==> src/rtl/volume_fader_pkg.sv <==
// volume_fader_pkg: widths, gain scaling constants and fader state shared with the echo stage.
package volume_fader_pkg;
    localparam int SAMPLE_W   = 16;
    localparam int GAIN_W     = 5;
    localparam int GAIN_UNITY = 16;
    localparam int GAIN_SHIFT = 4;
    typedef enum logic [1:0] {STEADY, RAMP, MUTED} fader_state_e;
endpackage

==> src/rtl/volume_fader_if.sv <==
// volume_fader_if: sample stream from the echo stage and scaled stream to the codec.
interface volume_fader_if;
    import volume_fader_pkg::*;
    logic signed [SAMPLE_W-1:0] sample_in;
    logic                       new_sample_ready;
    logic [3:0]                 volume;
    logic                       mute;
    logic [SAMPLE_W-1:0]        sample_to_codec;
    logic                       sample_valid;
    logic                       muted;
    modport master (
        output sample_in, new_sample_ready, volume, mute,
        input  sample_to_codec, sample_valid, muted
    );
    modport slave (
        input  sample_in, new_sample_ready, volume, mute,
        output sample_to_codec, sample_valid, muted
    );
endinterface

==> src/rtl/volume_fader_gain_ramp.sv <==
// volume_fader_gain_ramp: sample edge detect, rate-limited gain stepping and fade state machine.
module volume_fader_gain_ramp #(
    parameter int STEP_SAMPLES = 64,
    parameter int GAIN_W       = 5
) (
    input  logic              clk,
    input  logic              reset,
    input  logic              new_sample_ready_i,
    input  logic              mute_i,
    input  logic [GAIN_W-1:0] target_i,
    output logic [GAIN_W-1:0] gain_o,
    output logic              take_o,
    output logic              muted_o
);
    import volume_fader_pkg::*;
    localparam logic [9:0] STEP_LAST = 10'(STEP_SAMPLES - 1);
    fader_state_e      state_q, state_d;
    logic              prev_q;
    logic [9:0]        cnt_q, cnt_d;
    logic [GAIN_W-1:0] gain_q, gain_d;
    logic              at_target;
    assign take_o    = new_sample_ready_i & ~prev_q;
    assign at_target = gain_q == target_i;
    assign gain_o    = gain_q;
    assign muted_o   = state_q == MUTED;
    // Direction is chosen at each step, so a target reversal mid-ramp never overshoots.
    always_comb begin
        gain_d = gain_q;
        cnt_d  = at_target ? '0 : cnt_q;
        if (!at_target && take_o) begin
            if (cnt_q == STEP_LAST) begin
                gain_d = gain_q < target_i ? gain_q + 1'b1 : gain_q - 1'b1;
                cnt_d  = '0;
            end else begin
                cnt_d = cnt_q + 1'b1;
            end
        end
    end
    always_comb begin
        state_d = state_q;
        case (state_q)
            STEADY:  if (!at_target) state_d = RAMP;
            RAMP:    if (gain_d == target_i) state_d = target_i == '0 ? MUTED : STEADY;
            MUTED:   if (!mute_i) state_d = RAMP;
            default: state_d = MUTED;
        endcase
    end
    always_ff @(posedge clk or negedge reset) begin
        if (!reset) begin
            state_q <= MUTED;
            prev_q  <= 1'b0;
            cnt_q   <= '0;
            gain_q  <= '0;
        end else begin
            state_q <= state_d;
            prev_q  <= new_sample_ready_i;
            cnt_q   <= cnt_d;
            gain_q  <= gain_d;
        end
    end
endmodule

==> src/rtl/volume_fader.sv <==
// volume_fader: output gain stage; scales each taken sample by a slowly ramped 0..16/16 gain.
module volume_fader #(
    parameter int STEP_SAMPLES = 64,
    parameter int GAIN_W       = 5
) (
    input logic           clk,
    input logic           reset,
    volume_fader_if.slave bus
);
    import volume_fader_pkg::*;
    logic [GAIN_W-1:0]                 target, gain;
    logic                              take;
    logic signed [SAMPLE_W+GAIN_W-1:0] product;
    logic [SAMPLE_W-1:0]               sample_q, sample_d;
    logic                              valid_q;
    assign target = bus.mute ? '0 : GAIN_W'(bus.volume) + 1'b1;
    volume_fader_gain_ramp #(
        .STEP_SAMPLES(STEP_SAMPLES),
        .GAIN_W      (GAIN_W)
    ) u_ramp (
        .clk               (clk),
        .reset             (reset),
        .new_sample_ready_i(bus.new_sample_ready),
        .mute_i            (bus.mute),
        .target_i          (target),
        .gain_o            (gain),
        .take_o            (take),
        .muted_o           (bus.muted)
    );
    // gain is the pre-step register value, so a sample taken on a step cycle uses the old gain.
    assign product  = bus.sample_in * $signed({1'b0, gain});
    assign sample_d = take ? SAMPLE_W'(product >>> GAIN_SHIFT) : sample_q;
    always_ff @(posedge clk or negedge reset) begin
        if (!reset) begin
            sample_q <= '0;
            valid_q  <= 1'b0;
        end else begin
            sample_q <= sample_d;
            valid_q  <= take;
        end
    end
    assign bus.sample_to_codec = sample_q;
    assign bus.sample_valid    = valid_q;
endmodule

==> src/flat_wrapper.sv <==
// flat-port wrapper written by rule: the top's interface ports become plain ports
module volume_fader_flat import volume_fader_pkg::*;
#(
    parameter int STEP_SAMPLES = 64,
    parameter int GAIN_W       = 5
)
  (clk, reset, bus_sample_in, bus_new_sample_ready, bus_volume, bus_mute, bus_sample_to_codec, bus_sample_valid, bus_muted);
  volume_fader_if bus_i ();
  input logic clk;
  input logic reset;
  input wire logic [$bits(bus_i.sample_in)-1:0] bus_sample_in;
  input wire logic [$bits(bus_i.new_sample_ready)-1:0] bus_new_sample_ready;
  input wire logic [$bits(bus_i.volume)-1:0] bus_volume;
  input wire logic [$bits(bus_i.mute)-1:0] bus_mute;
  output wire logic [$bits(bus_i.sample_to_codec)-1:0] bus_sample_to_codec;
  output wire logic [$bits(bus_i.sample_valid)-1:0] bus_sample_valid;
  output wire logic [$bits(bus_i.muted)-1:0] bus_muted;
  assign bus_i.sample_in = bus_sample_in;
  assign bus_i.new_sample_ready = bus_new_sample_ready;
  assign bus_i.volume = bus_volume;
  assign bus_i.mute = bus_mute;
  assign bus_sample_to_codec = bus_i.sample_to_codec;
  assign bus_sample_valid = bus_i.sample_valid;
  assign bus_muted = bus_i.muted;
  volume_fader #(.STEP_SAMPLES(STEP_SAMPLES), .GAIN_W(GAIN_W)) u_core (.clk(clk), .reset(reset), .bus(bus_i));
endmodule
==> config.mk <==
export PLATFORM = sky130hd
export DESIGN_NAME = volume_fader_flat
export DESIGN_NICKNAME = d
export VERILOG_FILES = /design/src/rtl/volume_fader_pkg.sv /design/src/rtl/volume_fader_if.sv /design/src/rtl/volume_fader_gain_ramp.sv /design/src/rtl/volume_fader.sv /design/src/flat_wrapper.sv
export SDC_FILE = /design/constraint.sdc
export NUM_CORES = 1
export LEC_CHECK = 0
export ABC_CLOCK_PERIOD_IN_PS = 12700
export CAP_MARGIN = 10
export CORE_ASPECT_RATIO = 1.25
export CORE_MARGIN = 8
export CORE_UTILIZATION = 55
export DETAILED_ROUTE_END_ITERATION = 8
export PLACE_DENSITY = 0.89
export REMOVE_ABC_BUFFERS = 1
export SYNTH_ARGS = -nofsm -noshare
export SYNTH_HDL_FRONTEND = slang
export SYNTH_HIERARCHICAL = 1
export SYNTH_SLANG_ARGS = --single-unit
==> constraint.sdc <==
create_clock -name clk -period 12.7 [get_ports clk]
set_input_delay 2.54 -clock clk [delete_from_list [all_inputs] [get_ports clk]]
set_output_delay 2.54 -clock clk [all_outputs]
set_load 0.005 [all_outputs]
==> report_table.html, run 1 <==
<table>
<tr><th>Metric</th><th>Value</th></tr>
<tr><th colspan="2">Critical path</th></tr>
<tr><td>Master of the slowest instance on the critical path</td><td>sky130_fd_sc_hd__or4b_4</td></tr>
<tr><td>Slowest stage delay, CP</td><td>0.51 ns</td></tr>
<tr><td>Critical Path, Cell by Cell</td><td>clkdlybuf4s50_1, ha_1, xnor2_1, nor2_1, inv_1, ha_1, and3_1, a21o_1, a211oi_2, inv_1, ha_1, nand2b_1, a21oi_1, or4b_4, mux2i_4, xnor3_1, o311a_1</td></tr>
<tr><td>Type of the worst setup path</td><td>in -&gt; reg</td></tr>
<tr><td>Capturing point of the worst reg2reg path</td><td>u_core/bus.sample_to_codec[15]</td></tr>
<tr><td>Setup crit start kind</td><td>input port</td></tr>
<tr><td>Beginning of the critical path</td><td>bus_volume[0]</td></tr>
<tr><td>Depth of the most critical reg-to-reg path</td><td>14</td></tr>
<tr><td>Crit-path max FO</td><td>4</td></tr>
<tr><td>Required arrival time at the worst endpoint</td><td>12.87 ns</td></tr>
<tr><td>Reg2Reg Launch Point</td><td>u_core/u_ramp/gain_o[1]</td></tr>
<tr><td>Data arrival time of the critical path</td><td>6.74 ns</td></tr>
<tr><td>Slack of the worst reg-to-reg path</td><td>8.13 ns</td></tr>
<tr><td>Crit. End Element</td><td>flop</td></tr>
<tr><td>Top cell by count, worst path</td><td>sky130_fd_sc_hd__ha_1</td></tr>
<tr><th colspan="2">Hold path</th></tr>
<tr><td>Type of the tightest min-delay check</td><td>reg -&gt; reg</td></tr>
<tr><td>Hold path startpoint</td><td>u_core/bus.sample_to_codec[13]</td></tr>
<tr><td>Hold worst-path end</td><td>u_core/bus.sample_to_codec[13]</td></tr>
<tr><td>Hold Path Cell Cnt</td><td>2</td></tr>
<tr><th colspan="2">Floorplan</th></tr>
<tr><td>Initial standard-cell utilization of the core</td><td>0.5638</td></tr>
<tr><td>Ports placed on the boundary</td><td>42</td></tr>
<tr><td>Die width</td><td>97.97 um</td></tr>
<tr><td>Rows</td><td>37</td></tr>
<tr><td>Floorplan die height</td><td>118.5 um</td></tr>
<tr><td>Placeable core region</td><td>0.008194 sq mm</td></tr>
<tr><td>Area enclosed by the die boundary</td><td>0.01161 sq mm</td></tr>
<tr><th colspan="2">Route</th></tr>
<tr><td>Routed wire length per instance</td><td>15.58 um</td></tr>
<tr><td># DRC</td><td>0</td></tr>
<tr><td>Routed wire length</td><td>10,090 um</td></tr>
<tr><td>Violation count after the first detailed-route iteration</td><td>156</td></tr>
<tr><td>Remaining antenna violation count after routing</td><td>0</td></tr>
<tr><td>Vias post-DR</td><td>3,693</td></tr>
<tr><td>Vias/cell</td><td>5.699</td></tr>
<tr><td>First-pass iteration count of the detailed router</td><td>4</td></tr>
<tr><th colspan="2">Global routing</th></tr>
<tr><td>Largest net degree at the start of global routing</td><td>36</td></tr>
<tr><td>Total routing usage reported by global routing</td><td>0.1807</td></tr>
<tr><td>First-pass GRT wire length</td><td>17,650 um</td></tr>
<tr><td>Antenna violations before repair</td><td>0</td></tr>
<tr><td>Global route overflow</td><td>0</td></tr>
<tr><td>Number of global-route vias before repair</td><td>3,948</td></tr>
<tr><th colspan="2">Job</th></tr>
<tr><td>Number of violations of the max-capacitance limit</td><td>0</td></tr>
<tr><th colspan="2">CTS</th></tr>
<tr><td>Number of clock buffers inserted by TritonCTS</td><td>5</td></tr>
<tr><td>Clock slew at the register clock pins of the worst setup and hold paths</td><td>0.07 ns</td></tr>
<tr><td>H-tree lvl count</td><td>2</td></tr>
<tr><td>Clock tree from TritonCTS</td><td>built</td></tr>
<tr><td>Clock latency reported for the late side of the worst-skew pair</td><td>0.29 ns</td></tr>
<tr><td>Number of clock sinks</td><td>35</td></tr>
<tr><td>CTS root buf</td><td>sky130_fd_sc_hd__clkbuf_8</td></tr>
<tr><td>Number of cells upsized or downsized after cts</td><td>0</td></tr>
<tr><td>Hold bufs inserted after CTS</td><td>0</td></tr>
<tr><td>Maximum root-to-sink buffer count</td><td>2</td></tr>
<tr><td>Post CTS Setup Buffer Count</td><td>0</td></tr>
<tr><th colspan="2">Timing</th></tr>
<tr><td>Pin slew with the least headroom to its limit</td><td>0.7793 ns</td></tr>
<tr><td>Number of endpoints failing setup at the final stage</td><td>0</td></tr>
<tr><td>Upper clock frequency limit</td><td>152.2 MHz</td></tr>
<tr><td>Final Cycle Share</td><td>0.5174</td></tr>
<tr><td>Setup tns final</td><td>0 ns</td></tr>
<tr><td>Slew headroom</td><td>0.4805</td></tr>
<tr><td>Total count of hold-check failures in the final report</td><td>0</td></tr>
<tr><td>Worst hold slack after final layout</td><td>0.5016 ns</td></tr>
<tr><td>Setup repair after global routing missed its margin</td><td>false</td></tr>
<tr><td>Post-route clock skew</td><td>0.01077 ns</td></tr>
<tr><td>Shortest period the worst path allows</td><td>6.571 ns</td></tr>
<tr><td>Max-slew violations</td><td>0</td></tr>
<tr><th colspan="2">Final layout</th></tr>
<tr><td>Filler Cell Count</td><td>661</td></tr>
<tr><td>Commonest non-fill, non-tap cells in the layout</td><td>sky130_fd_sc_hd__inv_1, sky130_fd_sc_hd__and2_1, sky130_fd_sc_hd__fa_1, sky130_fd_sc_hd__ha_1, sky130_fd_sc_hd__clkdlybuf4s50_1</td></tr>
<tr><td>Area overhead of the layout relative to synthesis</td><td>12.16%</td></tr>
<tr><td>FF+latch area</td><td>877.1 sq um</td></tr>
<tr><td>Share of cells above drive strength 1</td><td>0.05445</td></tr>
<tr><td>Finished layout cell area</td><td>0.005181 sq mm</td></tr>
<tr><td>Area of combinational cells with multiple inputs</td><td>0.003358 sq mm</td></tr>
<tr><td>Most common cell after layout, fill and taps aside</td><td>sky130_fd_sc_hd__inv_1</td></tr>
<tr><td>Antenna diode count</td><td>0</td></tr>
<tr><td>Fin nets</td><td>664</td></tr>
<tr><th colspan="2">Pwr</th></tr>
<tr><td>P per Cell Area</td><td>115.8 mW/mm^2</td></tr>
<tr><td>Max IR drop VDD</td><td>0.00006639 V</td></tr>
<tr><td>Post-layout total power</td><td>0.5999 mW</td></tr>
<tr><td>Leak Pwr</td><td>2.526 nW</td></tr>
<tr><th colspan="2">Synthesis</th></tr>
<tr><td>Share of async-settable or async-resettable flops after synthesis</td><td>1.000</td></tr>
<tr><td>Primary FF master, synth</td><td>sky130_fd_sc_hd__dfrtp_1</td></tr>
<tr><td>Proportion of synthesized chip area in sequential cells</td><td>0.1899</td></tr>
<tr><td>Syn Std Cell Area</td><td>0.004619 sq mm</td></tr>
<tr><td>Post-synthesis instance total</td><td>512</td></tr>
<tr><td>Yosys warning count</td><td>6</td></tr>
<tr><td>Number of synthesized register bits</td><td>35</td></tr>
<tr><td>Number of library cell types mapped by synthesis</td><td>62</td></tr>
<tr><td>Number of enable-type register cells in the synthesized netlist</td><td>0</td></tr>
<tr><td>Average footprint of a synthesized cell</td><td>9.022 sq um</td></tr>
<tr><th colspan="2">Placement</th></tr>
<tr><td>Weighted congestion reported at the end of routability-driven placement</td><td>0.8599</td></tr>
<tr><td>Post-placement cell area</td><td>0.005100 sq mm</td></tr>
<tr><td>DP Wirelength</td><td>7919 um</td></tr>
<tr><td>Number of buffers inserted by port buffering</td><td>41</td></tr>
<tr><th colspan="2">Outcome</th></tr>
<tr><td>Status</td><td>finished clean</td></tr>
</table>
[routing by layer]
metal | part of all wire | global-route usage | up-vias
met5 | 0 | 0 | -
met1 | 0.41 | 0.2111 | 1842
met3 | 0.052 | 0.03171 | 14
met4 | 0.015 | 0.04692 | 0
met2 | 0.53 | 0.3305 | 91
li1 | - | - | 1746
[area by class of cell]
cell class / count / share of cell area
multi-input combinational: 377 / 0.6482
inverter: 90 / 0.06520
tap: 97 / 0.02342
clock buffer: 7 / 0.01473
sequential: 35 / 0.1693
clock inverter: 1 / 0.0009660
timing repair buffer: 41 / 0.07824
[worst max-delay path by stage]
stage,to,slack (ns),cells past startpoint
after floorplan,u_core/u_ramp/state_q[0],6.64,16
after global placement,u_core/u_ramp/state_q[0],6.05,17
after detailed placement,u_core/u_ramp/state_q[0],5.85,17
after CTS,u_core/u_ramp/state_q[1],6.14,17
after global routing,u_core/u_ramp/state_q[1],5.82,17
final,u_core/u_ramp/state_q[0],6.13,17
[cells by family (layout without fill, tap and decap cells)]
family	Yosys count	after routing	synth area share
fa+ha+maj	90	90	0.3202
mux	12	12	0.03142
buf+inv	100	139	0.08315
compound gates	81	81	0.1186
simple gates	164	164	0.1969
xor+xnor	30	30	0.05986
flops	35	35	0.1899
[state kept, by name, summed over array words and instances (netlist names)]
| signal | cells |
|---|---|
| u_core/bus.sample_valid | 1 |
| u_core/u_ramp/state_q | 2 |
| u_core/u_ramp/cnt_q | 10 |
| u_core/u_ramp/gain_o | 5 |
| u_core/u_ramp/prev_q | 1 |
| u_core/bus.sample_to_codec | 16 |
[synthesized netlist by cell type (6+ instances only)]
cell type                  number  area share
sky130_fd_sc_hd__o21ai_0       20       0.022
sky130_fd_sc_hd__mux2_2        10       0.024
sky130_fd_sc_hd__and2_1        70       0.095
sky130_fd_sc_hd__ha_1          43        0.12
sky130_fd_sc_hd__a21o_1         6      0.0098
sky130_fd_sc_hd__xnor2_1       18       0.034
sky130_fd_sc_hd__inv_1         89       0.072
sky130_fd_sc_hd__xor2_1        11       0.021
sky130_fd_sc_hd__fa_1          47        0.20
sky130_fd_sc_hd__o21a_1         6      0.0098
sky130_fd_sc_hd__nand2_1       34       0.028
sky130_fd_sc_hd__a21oi_1       14       0.015
sky130_fd_sc_hd__dfrtp_1       34        0.18
sky130_fd_sc_hd__clkbuf_1       8      0.0065
sky130_fd_sc_hd__nor2_1        23       0.019
[through the flow]
stage	worst slack (ns)	utilization	instances
floorplan	6.637	-	502
global placement	6.053	0.6224	640
detailed placement	5.847	0.6224	640
CTS	6.142	0.6323	648
global route	5.818	0.6323	648
finish	6.129	0.6323	648
[power by group]
| group | switching (mW) | total (mW) | internal (mW) |
|---|---|---|---|
| sequential | 0.0335 | 0.177 | 0.144 |
| clock | 0.0390 | 0.0775 | 0.0385 |
| combinational | 0.172 | 0.345 | 0.173 |
| total | 0.244 | 0.600 | 0.356 |
[worst max-delay path: cells and delay by family]
| kind | cells | cell delay (ns) |
|---|---|---|
| AOI/OAI and AO/OA | 4 | 1.00 |
| xor gates and xnor gates | 2 | 0.36 |
| adders and majority gates | 3 | 0.92 |
| buffers and inverters | 3 | 0.69 |
| muxes | 1 | 0.17 |
| and+or+nand+nor | 4 | 1.07 |
No activity file was read; power rests on OpenSTA's default activity.
==> run 2, diff against run 1 <==
ABC_CLOCK_PERIOD_IN_PS = 6300   (was 12700)
clock period = 6.3 ns   (was 12.7 ns; I/O delays follow)
==> report_table.html, run 2 (synthesis gave the netlist of run 1 again) <==
<table>
<tr><th>Metric</th><th>Value</th></tr>
<tr><th colspan="2">CTS</th></tr>
<tr><td>Clock tree from TritonCTS</td><td>built (unchanged)</td></tr>
<tr><td>CTS root buf</td><td>sky130_fd_sc_hd__clkbuf_8 (unchanged)</td></tr>
<tr><td>H-tree lvl count</td><td>2 (unchanged)</td></tr>
<tr><td>Number of clock sinks</td><td>35 (unchanged)</td></tr>
<tr><td>Clock latency reported for the late side of the worst-skew pair</td><td>0.29 ns (about the same)</td></tr>
<tr><td>Number of cells upsized or downsized after cts</td><td>0 (unchanged)</td></tr>
<tr><td>Number of clock buffers inserted by TritonCTS</td><td>5 (unchanged)</td></tr>
<tr><td>Hold bufs inserted after CTS</td><td>0 (unchanged)</td></tr>
<tr><td>Clock slew at the register clock pins of the worst setup and hold paths</td><td>0.07 ns (about the same)</td></tr>
<tr><td>Post CTS Setup Buffer Count</td><td>0 (unchanged)</td></tr>
<tr><td>Maximum root-to-sink buffer count</td><td>2 (unchanged)</td></tr>
<tr><th colspan="2">Critical path</th></tr>
<tr><td>Data arrival time of the critical path</td><td>5.45 ns (was 6.74 ns)</td></tr>
<tr><td>Setup crit start kind</td><td>input port (unchanged)</td></tr>
<tr><td>Reg2Reg Launch Point</td><td>u_core/u_ramp/gain_o[2] (was u_core/u_ramp/gain_o[1])</td></tr>
<tr><td>Slack of the worst reg-to-reg path</td><td>1.70 ns (was 8.13 ns)</td></tr>
<tr><td>Crit-path max FO</td><td>4 (unchanged)</td></tr>
<tr><td>Depth of the most critical reg-to-reg path</td><td>14 (unchanged)</td></tr>
<tr><td>Capturing point of the worst reg2reg path</td><td>u_core/bus.sample_to_codec[12] (was u_core/bus.sample_to_codec[15])</td></tr>
<tr><td>Required arrival time at the worst endpoint</td><td>6.47 ns (was 12.87 ns)</td></tr>
<tr><td>Type of the worst setup path</td><td>in -&gt; reg (unchanged)</td></tr>
<tr><td>Crit. End Element</td><td>flop (unchanged)</td></tr>
<tr><th colspan="2">Final layout</th></tr>
<tr><td>Area overhead of the layout relative to synthesis</td><td>12.16% (unchanged)</td></tr>
<tr><td>Fin nets</td><td>664 (unchanged)</td></tr>
<tr><td>Layout Cells excl Fill</td><td>648 (unchanged)</td></tr>
<tr><td>Antenna diode count</td><td>0 (unchanged)</td></tr>
<tr><td>Flip-flop count of the largest register after layout</td><td>16 (unchanged)</td></tr>
<tr><td>Most common cell after layout, fill and taps aside</td><td>sky130_fd_sc_hd__inv_1 (unchanged)</td></tr>
<tr><td>Finished layout cell area</td><td>0.005181 sq mm (unchanged)</td></tr>
<tr><td>Commonest non-fill, non-tap cells in the layout</td><td>sky130_fd_sc_hd__inv_1, sky130_fd_sc_hd__and2_1, sky130_fd_sc_hd__fa_1, sky130_fd_sc_hd__ha_1, sky130_fd_sc_hd__clkdlybuf4s50_1 (unchanged)</td></tr>
<tr><td>Share of cells above drive strength 1</td><td>0.05445 (unchanged)</td></tr>
<tr><td>Utilization after layout</td><td>0.6323 (unchanged)</td></tr>
<tr><th colspan="2">Floorplan</th></tr>
<tr><td>Floorplan die height</td><td>118.5 um (unchanged)</td></tr>
<tr><td>Placeable core region</td><td>0.008194 sq mm (unchanged)</td></tr>
<tr><td>Area enclosed by the die boundary</td><td>0.01161 sq mm (unchanged)</td></tr>
<tr><td>Ports placed on the boundary</td><td>42 (unchanged)</td></tr>
<tr><td>Rows</td><td>37 (unchanged)</td></tr>
<tr><td>Die width</td><td>97.97 um (unchanged)</td></tr>
<tr><td>Initial standard-cell utilization of the core</td><td>0.5638 (unchanged)</td></tr>
<tr><th colspan="2">Hold path</th></tr>
<tr><td>Hold Path Cell Cnt</td><td>1 (was 2)</td></tr>
<tr><td>Type of the tightest min-delay check</td><td>reg -&gt; reg (unchanged)</td></tr>
<tr><td>Hold path startpoint</td><td>u_core/u_ramp/cnt_q[2] (was u_core/bus.sample_to_codec[13])</td></tr>
<tr><td>Hold worst-path end</td><td>u_core/u_ramp/cnt_q[2] (was u_core/bus.sample_to_codec[13])</td></tr>
<tr><th colspan="2">Timing</th></tr>
<tr><td>Total count of hold-check failures in the final report</td><td>0 (unchanged)</td></tr>
<tr><td>Pin slew with the least headroom to its limit</td><td>0.8034 ns (was 0.7793 ns)</td></tr>
<tr><td>Upper clock frequency limit</td><td>189.3 MHz</td></tr>
<tr><td>Shortest period the worst path allows</td><td>5.282 ns</td></tr>
<tr><td>Post-route clock skew</td><td>0.008757 ns (was 0.01077 ns)</td></tr>
<tr><td>Number of endpoints failing setup at the final stage</td><td>0 (unchanged)</td></tr>
<tr><td>Setup tns final</td><td>0 ns (unchanged)</td></tr>
<tr><td>Worst-case setup margin in the final layout</td><td>1.018 ns (was 6.129 ns)</td></tr>
<tr><td>Max-slew violations</td><td>0 (unchanged)</td></tr>
<tr><td>Setup repair after global routing missed its margin</td><td>false (unchanged)</td></tr>
<tr><td>Slew headroom</td><td>0.4644 (was 0.4805)</td></tr>
<tr><td>Final Cycle Share</td><td>0.8385</td></tr>
<tr><th colspan="2">Global routing</th></tr>
<tr><td>Met2 demand-to-capacity share in global routing</td><td>0.3219 (was 0.3305)</td></tr>
<tr><td>Largest net degree at the start of global routing</td><td>36 (unchanged)</td></tr>
<tr><td>Met1 GRT Util</td><td>0.2051 (was 0.2111)</td></tr>
<tr><td>First-pass GRT wire length</td><td>17,550 um (was 17,650 um)</td></tr>
<tr><td>Antenna violations before repair</td><td>0 (unchanged)</td></tr>
<tr><td>Number of global-route vias before repair</td><td>3,986 (was 3,948)</td></tr>
<tr><td>Total routing usage reported by global routing</td><td>0.1800 (was 0.1807)</td></tr>
<tr><td>Met3 routing resource usage after global routing</td><td>0.03582 (was 0.03171)</td></tr>
<tr><td>Global route overflow</td><td>0 (unchanged)</td></tr>
<tr><td>Most congested layer reported by global routing</td><td>met2 (unchanged)</td></tr>
<tr><th colspan="2">Route</th></tr>
<tr><td>Routed wire length per instance</td><td>15.38 um (was 15.58 um)</td></tr>
<tr><td>First-pass iteration count of the detailed router</td><td>4 (unchanged)</td></tr>
<tr><td>Vias/cell</td><td>5.776 (was 5.699)</td></tr>
<tr><td>Routed wire length</td><td>9966 um (was 10,090 um)</td></tr>
<tr><td>Vias post-DR</td><td>3,743 (was 3,693)</td></tr>
<tr><td>Remaining antenna violation count after routing</td><td>0 (unchanged)</td></tr>
<tr><td># DRC</td><td>0 (unchanged)</td></tr>
<tr><td>Violation count after the first detailed-route iteration</td><td>221 (was 156)</td></tr>
<tr><th colspan="2">Pwr</th></tr>
<tr><td>Leak Pwr</td><td>2.526 nW (unchanged)</td></tr>
<tr><td>P per Cell Area</td><td>233.6 mW/mm^2 (was 115.8 mW/mm^2)</td></tr>
<tr><td>Max IR drop VDD</td><td>0.0001585 V (was 0.00006639 V)</td></tr>
<tr><th colspan="2">Placement</th></tr>
<tr><td>DP Wirelength</td><td>7866 um (was 7919 um)</td></tr>
<tr><td>Post-placement cell area</td><td>0.005100 sq mm (unchanged)</td></tr>
<tr><td>Dpl ws</td><td>0.7136 ns (was 5.847 ns)</td></tr>
<tr><td>Weighted congestion reported at the end of routability-driven placement</td><td>0.8599 (unchanged)</td></tr>
<tr><td>Cell Count Post-Placement</td><td>640 (unchanged)</td></tr>
<tr><td>Number of buffers inserted by port buffering</td><td>41 (unchanged)</td></tr>
<tr><th colspan="2">Job</th></tr>
<tr><td>Number of violations of the max-capacitance limit</td><td>0 (unchanged)</td></tr>
<tr><th colspan="2">Outcome</th></tr>
<tr><td>Status</td><td>finished clean (unchanged)</td></tr>
</table>
[run 2: cell counts in the layout (fill, tap and decap cells not counted)]
No cell type changed its count.
[run 2: power breakdown]
part | internal, mW | switching, mW | total (mW)
sequential | 0.290 | 0.0664 | 0.356
clock | 0.0776 | 0.0803 | 0.158
combinational | 0.350 | 0.346 | 0.696
total | 0.717 | 0.493 | 1.21
[run 2: worst max-delay path: stages]
cell and delay, ns:
sky130_fd_sc_hd__clkdlybuf4s50_1 0.44, sky130_fd_sc_hd__ha_1 0.24, sky130_fd_sc_hd__xnor2_1 0.12, sky130_fd_sc_hd__nor2_1 0.26, sky130_fd_sc_hd__inv_1 0.08, sky130_fd_sc_hd__ha_1 0.32
sky130_fd_sc_hd__and3_1 0.21, sky130_fd_sc_hd__a21o_1 0.19, sky130_fd_sc_hd__a211oi_2 0.42, sky130_fd_sc_hd__inv_1 0.16, sky130_fd_sc_hd__ha_1 0.35, sky130_fd_sc_hd__nand2b_1 0.10
sky130_fd_sc_hd__a21oi_1 0.09, sky130_fd_sc_hd__or4b_4 0.50, sky130_fd_sc_hd__mux2i_4 0.18, sky130_fd_sc_hd__xnor3_1 0.24, sky130_fd_sc_hd__o311a_1 0.29
[run 2: layer usage]
metal / wire length, um / part of all wire
met1: 4159 / 0.42
met2: 5068 / 0.51
met3: 472 / 0.047
met4: 265 / 0.027
met5: 0 / 0
[run 2: how the worst max path moves through the flow]
stage,from,end,slack (ns)
2_1_floorplan,bus_volume[0],u_core/u_ramp/state_q[0],1.52
3_3_place_gp,bus_volume[0],u_core/u_ramp/state_q[0],0.93
3_5_place_dp,bus_volume[0],u_core/u_ramp/state_q[0],0.71
4_1_cts,bus_volume[0],u_core/u_ramp/state_q[1],1.01
5_1_grt,bus_volume[0],u_core/u_ramp/state_q[1],0.70
6_report,bus_volume[0],u_core/u_ramp/state_q[0],1.02
[run 2: area by class of cell]
class | count | area (sq um)
multi-input combinational | 377 | 3358
inverter | 90 | 337.8
fill | 671 | 3013
clock buffer | 7 | 76.32
timing repair buffer | 41 | 405.4
tap | 97 | 121.4
sequential | 35 | 877.1
clock inverter | 1 | 5.005
[run 2: through the flow]
stage	hold WS, ns	power (mW)
4_1_cts	0.4993	1.216
3_3_place_gp	0.4712	1.027
5_1_grt	0.5257	1.317
2_1_floorplan	0.4507	0.7973
6_report	0.5012	1.210
3_5_place_dp	0.4855	1.056
==> run 3, diff against run 2 <==
ABC_CLOCK_PERIOD_IN_PS = 5000   (was 6300)
clock period = 5 ns   (was 6.3 ns; I/O delays follow)
==> report_table.html, run 3 (synthesis gave the netlist of run 1 again) <==
<table>
<tr><th>Metric</th><th>Value</th></tr>
<tr><th colspan="2">Placement</th></tr>
<tr><td>Dpl ws</td><td>-0.07246 ns (was 0.7136 ns)</td></tr>
<tr><td>Weighted congestion reported at the end of routability-driven placement</td><td>0.8951 (was 0.8599)</td></tr>
<tr><td>DP Wirelength</td><td>8446 um (was 7866 um)</td></tr>
<tr><td>Number of buffers inserted by port buffering</td><td>41 (unchanged)</td></tr>
<tr><th colspan="2">Critical path</th></tr>
<tr><td>Crit. End Element</td><td>flop (unchanged)</td></tr>
<tr><td>Type of the worst setup path</td><td>in -&gt; reg (unchanged)</td></tr>
<tr><td>Data arrival time of the critical path</td><td>4.97 ns (was 5.45 ns)</td></tr>
<tr><td>Reg2Reg Launch Point</td><td>u_core/u_ramp/gain_o[0] (was u_core/u_ramp/gain_o[2])</td></tr>
<tr><td>Required arrival time at the worst endpoint</td><td>5.17 ns (was 6.47 ns)</td></tr>
<tr><td>Beginning of the critical path</td><td>bus_sample_in[4] (was bus_volume[0])</td></tr>
<tr><td>Crit-path max FO</td><td>5 (was 4)</td></tr>
<tr><td>Setup crit start kind</td><td>input port (unchanged)</td></tr>
<tr><th colspan="2">CTS</th></tr>
<tr><td>Clock tree from TritonCTS</td><td>built (unchanged)</td></tr>
<tr><td>Clock latency reported for the late side of the worst-skew pair</td><td>0.29 ns (about the same)</td></tr>
<tr><td>Number of clock buffers inserted by TritonCTS</td><td>5 (unchanged)</td></tr>
<tr><td>Post CTS Setup Buffer Count</td><td>0 (unchanged)</td></tr>
<tr><td>Clock slew at the register clock pins of the worst setup and hold paths</td><td>0.07 ns (about the same)</td></tr>
<tr><td>CTS root buf</td><td>sky130_fd_sc_hd__clkbuf_8 (unchanged)</td></tr>
<tr><td>Hold bufs inserted after CTS</td><td>0 (unchanged)</td></tr>
<tr><td>H-tree lvl count</td><td>2 (unchanged)</td></tr>
<tr><td>Number of clock sinks</td><td>35 (unchanged)</td></tr>
<tr><td>Number of cells upsized or downsized after cts</td><td>0 (unchanged)</td></tr>
<tr><td>Maximum root-to-sink buffer count</td><td>2 (unchanged)</td></tr>
<tr><th colspan="2">Global routing</th></tr>
<tr><td>First-pass GRT wire length</td><td>18,890 um (was 17,550 um)</td></tr>
<tr><td>Total routing usage reported by global routing</td><td>0.1942 (was 0.1800)</td></tr>
<tr><td>Number of global-route vias before repair</td><td>4,160 (was 3,986)</td></tr>
<tr><td>Global route overflow</td><td>0 (unchanged)</td></tr>
<tr><td>Antenna violations before repair</td><td>0 (unchanged)</td></tr>
<tr><td>Largest net degree at the start of global routing</td><td>36 (unchanged)</td></tr>
<tr><th colspan="2">Floorplan</th></tr>
<tr><td>Floorplan die height</td><td>118.5 um (unchanged)</td></tr>
<tr><td>Ports placed on the boundary</td><td>42 (unchanged)</td></tr>
<tr><td>Area enclosed by the die boundary</td><td>0.01161 sq mm (unchanged)</td></tr>
<tr><td>Die width</td><td>97.97 um (unchanged)</td></tr>
<tr><td>Initial standard-cell utilization of the core</td><td>0.5638 (unchanged)</td></tr>
<tr><td>Rows</td><td>37 (unchanged)</td></tr>
<tr><td>Placeable core region</td><td>0.008194 sq mm (unchanged)</td></tr>
<tr><th colspan="2">Pwr</th></tr>
<tr><td>Leak Pwr</td><td>2.656 nW (was 2.526 nW)</td></tr>
<tr><td>Max IR drop VDD</td><td>0.0001793 V (was 0.0001585 V)</td></tr>
<tr><td>Post-layout total power</td><td>1.625 mW (was 1.210 mW)</td></tr>
<tr><td>P per Cell Area</td><td>303.0 mW/mm^2 (was 233.6 mW/mm^2)</td></tr>
<tr><th colspan="2">Timing</th></tr>
<tr><td>Total count of hold-check failures in the final report</td><td>0 (unchanged)</td></tr>
<tr><td>Worst hold slack after final layout</td><td>0.5111 ns (was 0.5012 ns)</td></tr>
<tr><td>Upper clock frequency limit</td><td>208.4 MHz</td></tr>
<tr><td>Setup repair after global routing missed its margin</td><td>true (was false)</td></tr>
<tr><td>Setup tns final</td><td>0 ns (unchanged)</td></tr>
<tr><td>Final Cycle Share</td><td>0.9599</td></tr>
<tr><td>Worst-case setup margin in the final layout</td><td>0.2004 ns (was 1.018 ns)</td></tr>
<tr><td>Max-slew violations</td><td>0 (unchanged)</td></tr>
<tr><td>Pin slew with the least headroom to its limit</td><td>0.7979 ns (was 0.8034 ns)</td></tr>
<tr><td>Number of endpoints failing setup at the final stage</td><td>0 (unchanged)</td></tr>
<tr><td>Shortest period the worst path allows</td><td>4.800 ns</td></tr>
<tr><td>Slew headroom</td><td>0.4680 (was 0.4644)</td></tr>
<tr><td>Post-route clock skew</td><td>0.005676 ns (was 0.008757 ns)</td></tr>
<tr><th colspan="2">Final layout</th></tr>
<tr><td>Area overhead of the layout relative to synthesis</td><td>16.14% (was 12.16%)</td></tr>
<tr><td>FF+latch area</td><td>877.1 sq um (unchanged)</td></tr>
<tr><td>Antenna diode count</td><td>0 (unchanged)</td></tr>
<tr><td>Commonest non-fill, non-tap cells in the layout</td><td>sky130_fd_sc_hd__inv_1, sky130_fd_sc_hd__and2_1, sky130_fd_sc_hd__fa_1, sky130_fd_sc_hd__ha_1, sky130_fd_sc_hd__clkdlybuf4s50_1 (unchanged)</td></tr>
<tr><td>Flip-flop count of the largest register after layout</td><td>16 (unchanged)</td></tr>
<tr><td>Most common cell after layout, fill and taps aside</td><td>sky130_fd_sc_hd__inv_1 (unchanged)</td></tr>
<tr><td>Area of combinational cells with multiple inputs</td><td>0.003361 sq mm (was 0.003358 sq mm)</td></tr>
<tr><td>Filler Cell Count</td><td>622 (was 671)</td></tr>
<tr><td>Fin nets</td><td>685 (was 664)</td></tr>
<tr><td>Share of cells above drive strength 1</td><td>0.09266 (was 0.05445)</td></tr>
<tr><th colspan="2">Route</th></tr>
<tr><td># DRC</td><td>0 (unchanged)</td></tr>
<tr><td>Routed wire length per instance</td><td>15.70 um (was 15.38 um)</td></tr>
<tr><td>Vias post-DR</td><td>3,752 (was 3,743)</td></tr>
<tr><td>Violation count after the first detailed-route iteration</td><td>185 (was 221)</td></tr>
<tr><td>Routed wire length</td><td>10,510 um (was 9966 um)</td></tr>
<tr><td>Remaining antenna violation count after routing</td><td>0 (unchanged)</td></tr>
<tr><td>Vias/cell</td><td>5.608 (was 5.776)</td></tr>
<tr><td>First-pass iteration count of the detailed router</td><td>4 (unchanged)</td></tr>
<tr><th colspan="2">Outcome</th></tr>
<tr><td>Status</td><td>finished clean (unchanged)</td></tr>
<tr><th colspan="2">Job</th></tr>
<tr><td>Number of violations of the max-capacitance limit</td><td>0 (unchanged)</td></tr>
<tr><th colspan="2">Hold path</th></tr>
<tr><td>Hold path startpoint</td><td>u_core/bus.sample_to_codec[1] (was u_core/u_ramp/cnt_q[2])</td></tr>
<tr><td>Type of the tightest min-delay check</td><td>reg -&gt; reg (unchanged)</td></tr>
</table>
==> run 3: where the power goes <==
group	switching (mW)	internal [mW]
sequential	0.0775	0.365
combinational	0.463	0.491
clock	0.103	0.126
total	0.643	0.982
==> run 3: through the flow <==
| stage | instance area, sq um | util | cells |
|---|---|---|---|
| floorplan | 4573 | - | 502 |
| detailed placement | 5258 | 0.6416 | 661 |
| CTS | 5358 | 0.6538 | 669 |
| finish | 5365 | 0.6548 | 669 |
| global route | 5365 | 0.6548 | 669 |
| global placement | 5258 | 0.6416 | 661 |
==> run 3: critical path: stages <==
cell and delay [ns]:
sky130_fd_sc_hd__clkdlybuf4s50_1 0.47, sky130_fd_sc_hd__and2_1 0.21, sky130_fd_sc_hd__fa_1 0.51, sky130_fd_sc_hd__inv_1 0.05
sky130_fd_sc_hd__fa_1 0.48, sky130_fd_sc_hd__fa_1 0.55, sky130_fd_sc_hd__inv_1 0.05, sky130_fd_sc_hd__ha_1 0.30
sky130_fd_sc_hd__nor2b_1 0.16, sky130_fd_sc_hd__o311ai_1 0.33, sky130_fd_sc_hd__a31o_2 0.28, sky130_fd_sc_hd__a31oi_1 0.12
sky130_fd_sc_hd__o21a_1 0.21, sky130_fd_sc_hd__o31ai_1 0.26
==> run 3: layout make-up <==
| class | instances | share of cell area |
|---|---|---|
| Timing Repair Buffer | 62 | 0.1059 |
| Clock buffer | 8 | 0.01866 |
| Inverter | 90 | 0.06297 |
| Sequential cell | 35 | 0.1635 |
| Tap cell | 97 | 0.02262 |
| Multi-Input combinational cell | 377 | 0.6264 |
==> run 3: final timing paths <==
kind,to,slack [ns],cells past startpoint
setup / recovery,u_core/bus.sample_to_codec[13],0.20,14
hold / removal,u_core/bus.sample_to_codec[1],0.51,1
setup reg to reg,u_core/bus.sample_to_codec[12],0.57,14
hold reg to reg,u_core/bus.sample_to_codec[1],0.51,1
max in group asynchronous,u_core/bus.sample_to_codec[13],3.70,1
min in group asynchronous,u_core/u_ramp/state_q[0],0.80,1
==> run 3: metal layers <==
metal  GRT usage  routed length (um)  vias to the layer above
met5           0                   0                        -
met3     0.03171                 521                       16
met4     0.05865                 197                        0
li1            -                   -                     1782
met2      0.3545                5498                       89
met1      0.2257                4289                     1865
==> RTL change 1, RTL diff (flow settings as in run 1) <==
`GAIN_W` is set to 5 in 4 places; all go to 10.
--- a/src/rtl/volume_fader_pkg.sv
+++ b/src/rtl/volume_fader_pkg.sv
@@ -1,7 +1,7 @@
 // volume_fader_pkg: widths, gain scaling constants and fader state shared with the echo stage.
 package volume_fader_pkg;
     localparam int SAMPLE_W   = 16;
-    localparam int GAIN_W     = 5;
+    localparam int GAIN_W     = 10;
     localparam int GAIN_UNITY = 16;
     localparam int GAIN_SHIFT = 4;
     typedef enum logic [1:0] {STEADY, RAMP, MUTED} fader_state_e;
--- a/src/rtl/volume_fader_gain_ramp.sv
+++ b/src/rtl/volume_fader_gain_ramp.sv
@@ -1,7 +1,7 @@
 // volume_fader_gain_ramp: sample edge detect, rate-limited gain stepping and fade state machine.
 module volume_fader_gain_ramp #(
     parameter int STEP_SAMPLES = 64,
-    parameter int GAIN_W       = 5
+    parameter int GAIN_W       = 10
 ) (
     input  logic              clk,
     input  logic              reset,
--- a/src/rtl/volume_fader.sv
+++ b/src/rtl/volume_fader.sv
@@ -1,7 +1,7 @@
 // volume_fader: output gain stage; scales each taken sample by a slowly ramped 0..16/16 gain.
 module volume_fader #(
     parameter int STEP_SAMPLES = 64,
-    parameter int GAIN_W       = 5
+    parameter int GAIN_W       = 10
 ) (
     input logic           clk,
     input logic           reset,
--- a/src/flat_wrapper.sv
+++ b/src/flat_wrapper.sv
@@ -2,7 +2,7 @@
 module volume_fader_flat import volume_fader_pkg::*;
 #(
     parameter int STEP_SAMPLES = 64,
-    parameter int GAIN_W       = 5
+    parameter int GAIN_W       = 10
 )
   (clk, reset, bus_sample_in, bus_new_sample_ready, bus_volume, bus_mute, bus_sample_to_codec, bus_sample_valid, bus_muted);
   volume_fader_if bus_i ();
Behaviour: no difference found for any inputs over 10 cycles, from zero or initial values and one cycle with reset low; that may be too few to reach the edited logic, so the function may still have changed.
==> RTL change 1 against run 1 <==
- via count up 55%
- non-clock buffer count stayed put
- routed wire length up 68%
- worst setup slack got worse by 1.2 ns
- first-iteration DRC count rose by 140%
- maximum frequency is 15% lower
- largest cell class unchanged
- sequential cell count grew 5
- synthesized area rose by 57%
- die area rose by 48%
- total power down 15%
- design area grew 54%
- synthesized cell count up 60%
==> RTL change 1: results (changes against run 1) <==
[drt]
drt-pass1-iter-count = 5  ; was 4
vias = 5717  ; was 3,693
wl_met1_um = 6480  ; was 4090 um
first_iter_violations = 372  ; was 156
drt-total-wl_um = 17000  ; was 10,100 um
met3_length_um = 804  ; was 526 um
wl_met2_um = 8940  ; was 5320 um

[setup_path]
path_delay_family = adder cells  ; was simple AND/OR/NAND/NOR gates
critPathMaxStageDelay_ns = 0.61  ; was 0.51 ns
cp_data_arrival_time_ns = 7.91  ; was 6.74 ns
critPathMaxFanout = 10  ; was 4
reg2regPathDepth = 19  ; was 14
cp-startpoint = bus_sample_in[3]  ; was bus_volume[0]
timing.rr.end = u_core/bus.sample_to_codec[13]$_DFFE_PN0P_  ; was u_core/bus.sample_to_codec[15]$_DFFE_PN0P_
cp_slowest_cell = clkdlybuf4s50_1  ; was or4b_4
r2r_setup_slack_ns = 6.92  ; was 8.13 ns
r2r-start = u_core/u_ramp/gain_o[3]$_DFF_PN0_  ; was u_core/u_ramp/gain_o[1]$_DFF_PN0_

[sta]
slew-limit-headroom_pct = 36.1  ; was 48.0%
skew_ns = 0.00323  ; was 0.0108 ns
period_needed_ns = 7.75  ; was 6.57 ns

[synth]
synth_xor_xnor_area_share_pct = 6.99  ; was 5.99%
ys_types = 67  ; was 62
ys_top_cells_by_count = inv_1, nand2_1, fa_1, and2_1, ha_1  ; was inv_1, and2_1, fa_1, ha_1
synth_area_leaders = fa_1, dfrtp_1, ha_1, inv_1, and2_1  ; was fa_1, dfrtp_1, ha_1, and2_1, inv_1
synthCells = 818  ; was 512
synthMuxAreaShare_pct = 2.85  ; was 3.14%
synth_fa_ha_area_share_pct = 39.5  ; was 32.0%
synth_compound_area_share_pct = 8.47  ; was 11.9%
synth_seq_area_share_pct = 13.8  ; was 19.0%

[placed_design]
dp.final_hpwl_um = 13500  ; was 7920 um
place_area_mm2 = 0.00780  ; was 0.00510 mm2
place_congestion = 0.878  ; was 0.860
place_ws_ns = 4.70  ; was 5.85 ns
port_buffers = 41  ; unchanged

[global_routing]
grt_pass1_vias = 6482  ; was 3,948
track_usage_pct = 21.0  ; was 18.1%

[hold_path]
min_delay_path_depth = 1  ; was 2
min_from = u_core/bus.sample_to_codec[10]$_DFFE_PN0P_  ; was u_core/bus.sample_to_codec[13]$_DFFE_PN0P_
hold-path-endpoint = u_core/bus.sample_to_codec[10]$_DFFE_PN0P_  ; was u_core/bus.sample_to_codec[13]$_DFFE_PN0P_

[power]
power_mw = 0.509  ; was 0.600 mW
ir_worst_vdd_mv = 0.0719  ; was 0.0664 mV
comb_power_mw = 0.199  ; was 0.345 mW
clock_power_mw = 0.144  ; was 0.0775 mW
p_leak_nw = 3.83  ; was 2.53 nW
intPower_mw = 0.348  ; was 0.356 mW

[cts]
root_buffer = clkbuf_16  ; was clkbuf_8
cts-htree-levels = 2  ; unchanged

[finish]
n_fill_cell = 1078  ; was 661
layout.cells.non_filler = 1025  ; was 648
drive_gt1_share_pct = 4.80  ; was 5.44%

[outcome]
status = finished, final reports clean  ; unchanged

## RTL change 1: cell types whose count changed after synthesis, sizes merged, moves of 9 or more
cell / change
a21oi: +11
clkbuf: +18
fa: +56
ha: +21
inv: +68
nand2: +71
nand3: +12
o21ai: +9
xnor2: +12
xor2: +9
## RTL change 1: stage by stage
stage,hold WS [ns],utilization [%]
final,0.508,61.1
after global placement,0.491,59.8
after global routing,0.525,61.1
after CTS,0.507,61.1
after detailed placement,0.497,59.8
after floorplan,0.465,-
## RTL change 1: cell type report
cell class	instances	area share (%)
clock buffers	5	1.57
clock inverters	3	0.580
inverters	158	7.44
multi-input cells	607	70.1
flip-flops and latches	40	12.6
well taps	171	2.68
repair buffers	41	5.08
## RTL change 1: per-layer routing
| layer | up-vias | GRT usage [%] |
|---|---|---|
| li1 | 2630 | - |
| met1 | 2843 | 22.4 |
| met2 | 178 | 39.2 |
| met3 | 66 | 3.13 |
| met4 | 0 | 11.5 |
| met5 | - | 0 |
==> RTL change 2, RTL diff (settings of run 1) <==
Without the edit above. The 3 states of `fader_state_e` get a one-hot encoding in 3 bits.
--- a/src/rtl/volume_fader_pkg.sv
+++ b/src/rtl/volume_fader_pkg.sv
@@ -4,6 +4,6 @@
     localparam int GAIN_W     = 5;
     localparam int GAIN_UNITY = 16;
     localparam int GAIN_SHIFT = 4;
-    typedef enum logic [1:0] {STEADY, RAMP, MUTED} fader_state_e;
+    typedef enum logic [2:0] {STEADY = 3'b001, RAMP = 3'b010, MUTED = 3'b100} fader_state_e;
 endpackage
 
Formal check against the unedited RTL: same outputs for any inputs over 10 cycles, from zero or initial values and one cycle with reset low; not proved beyond that.
==> RTL change 2 against run 1 <==
- sequential cell count is 1 higher
- routed wire length increased by 4.7%
- design area grew 1.7%
- non-clock buffer count unchanged
- worst setup slack gained 0.087 ns
- hold slack improved by 0.012 ns
- utilization grew 0.72 points
- global-route usage is 0.86 points higher
- cell count rose by 1.5%
- synthesized area up 1.5%
- critical endpoint is now u_core/bus.sample_to_codec[12]$_DFFE_PN0P_
Power is not compared: it rests on default switching activity, and its combinational part moved more than twofold at a synthesized area within 25%.
==> RTL change 2: results (changes against run 1) <==
[drt]
routed_via_density = 5.72  ; was 5.70
wl_met1_um = 4390  ; was 4090 um
drt-total-wl_um = 10600  ; was 10,100 um
wl_met2_um = 5530  ; was 5320 um
met3_length_um = 443  ; was 526 um
drt-pass1-iter-count = 4  ; unchanged
highest_layer = met4  ; unchanged
first_iter_violations = 195  ; was 156

[global_routing]
grt_use_met3_pct = 2.39  ; was 3.17%
use_met1_pct = 21.9  ; was 21.1%
grt_pass1_vias = 4123  ; was 3,948
grt_pass1_wl_um = 18700  ; was 17,700 um
antenna_found_initial = 0  ; unchanged
track_usage_pct = 18.9  ; was 18.1%
met2_usage_pct = 34.8  ; was 33.0%
grt_max_degree = 37  ; was 36

[finish]
nets = 674  ; was 664
drive_gt1_share_pct = 5.17  ; was 5.44%
largest_reg_flops = 16  ; unchanged
diodes = 0  ; unchanged
n_fill_cell = 681  ; was 661

[cts]
post-cts-setup-buffer-count = 0  ; unchanged
insertion_delay_ns = 0.28
clkTransAtPathRegs_ns = 0.07  ; about the same
root_buffer = clkbuf_8  ; unchanged

[power]
ir_worst_vdd_mv = 0.0446
comb_power_mw = 0.0554

[setup_path]
critPathMaxFanout = 5  ; was 4
reg2regPathDepth = 14  ; unchanged
endpoint = u_core/bus.sample_to_codec[12]$_DFFE_PN0P_  ; was u_core/u_ramp/state_q[0]$_DFFE_PN0P_
r2r-start = u_core/u_ramp/gain_o[2]$_DFF_PN0_  ; was u_core/u_ramp/gain_o[1]$_DFF_PN0_
cp-startpoint = bus_sample_in[5]  ; was bus_volume[0]
cp_data_arrival_time_ns = 6.65  ; was 6.74 ns
r2r_setup_slack_ns = 8.06  ; was 8.13 ns

[synth]
ys_types = 62  ; unchanged
synth_xor_xnor_area_share_pct = 6.78  ; was 5.99%
synthMuxAreaShare_pct = 2.16  ; was 3.14%
synth_seq_area_share_pct = 19.2  ; was 19.0%
yosysWarnings = 6  ; unchanged
async_flop_share_pct = 100  ; unchanged
synth_area_leaders = fa_1, dfrtp_1, ha_1, and2_1, inv_1  ; unchanged
dominantRegCellSynth = dfrtp_1  ; unchanged
ys_top_cells_by_count = inv_1, and2_1, fa_1, ha_1, dfrtp_1  ; was inv_1, and2_1, fa_1, ha_1
synth_compound_area_share_pct = 12.0  ; was 11.9%
synth_fa_ha_area_share_pct = 31.5  ; was 32.0%

[sta]
worst_slack_ns = 6.22  ; was 6.13 ns
skew_ns = 0.00415  ; was 0.0108 ns
slew-limit-headroom_pct = 46.2  ; was 48.0%

[outcome]
status = finished, final reports clean  ; unchanged

[placed_design]
dp.final_hpwl_um = 8140  ; was 7920 um
place_congestion = 0.872  ; was 0.860
place_ws_ns = 5.95  ; was 5.85 ns

==> RTL change 2: cell types whose count changed in the layout (fill, tap and decap cells not counted), sizes merged, moves of 2 or more <==
cell	run 1	this run
xor2	11	14
nand2b	3	7
o21ai	23	25
nand2	34	29
a31oi	5	3
mux2i	2	0
a21oi	14	17
nand3	4	8
==> RTL change 2: cell type report <==
| type | count | share of cell area (%) |
|---|---|---|
| multi-input cells | 385 | 64.6 |
| inverters | 91 | 6.58 |
| repair buffers | 41 | 7.69 |
| clock buffers | 8 | 1.71 |
| flip-flops and latches | 36 | 17.1 |
| well taps | 97 | 2.30 |
==> RTL change 2: logic make-up after synthesis <==
kind of cell / Yosys count
flip-flops: 36
adder cells (fa/ha/maj): 90
buffers and inverters: 101
XOR/XNOR: 33
multiplexers: 9
AND/OR/NAND/NOR: 168
AO/OA/AOI/OAI: 85
==> RTL change 2: through the flow <==
step / instances / total power, mW / utilization [%] / area, um2
final: 658 / 0.263 / 64.0 / 5270
after global routing: 658 / 0.275 / 64.0 / 5270
after CTS: 658 / 0.263 / 64.0 / 5270
after detailed placement: 650 / 0.182 / 62.9 / 5180
after global placement: 650 / 0.179 / 62.9 / 5180
after floorplan: 512 / 0.157 / - / 4650
==> RTL change 2: worst min-delay path by stage <==
stage                                              startpoint                                         to  slack [ns]  cells after the start
finish              u_core/bus.sample_to_codec[1]$_DFFE_PN0P_  u_core/bus.sample_to_codec[1]$_DFFE_PN0P_        0.51                      1
global route        u_core/bus.sample_to_codec[1]$_DFFE_PN0P_  u_core/bus.sample_to_codec[1]$_DFFE_PN0P_        0.54                      1
CTS                        u_core/u_ramp/cnt_q[8]$_DFFE_PN0P_         u_core/u_ramp/cnt_q[8]$_DFFE_PN0P_        0.51                      1
detailed placement         u_core/u_ramp/cnt_q[8]$_DFFE_PN0P_         u_core/u_ramp/cnt_q[8]$_DFFE_PN0P_        0.49                      1
global placement           u_core/u_ramp/cnt_q[5]$_DFFE_PN0P_         u_core/u_ramp/cnt_q[5]$_DFFE_PN0P_        0.49                      1
floorplan                  u_core/u_ramp/cnt_q[5]$_DFFE_PN0P_         u_core/u_ramp/cnt_q[5]$_DFFE_PN0P_        0.46                      1
==> RTL change 2: worst max-delay path, cell delays in order <==
cell and delay (ns):
clkdlybuf4s50_1 0.51, nand2_1 0.09, fa_1 0.58, inv_1 0.05
fa_1 0.48, inv_1 0.06, fa_1 0.53, inv_1 0.04
ha_1 0.35, o21a_1 0.19, nor2_1 0.09, or4_4 0.54
o21ai_4 0.20, a311oi_1 0.13, a221o_1 0.28
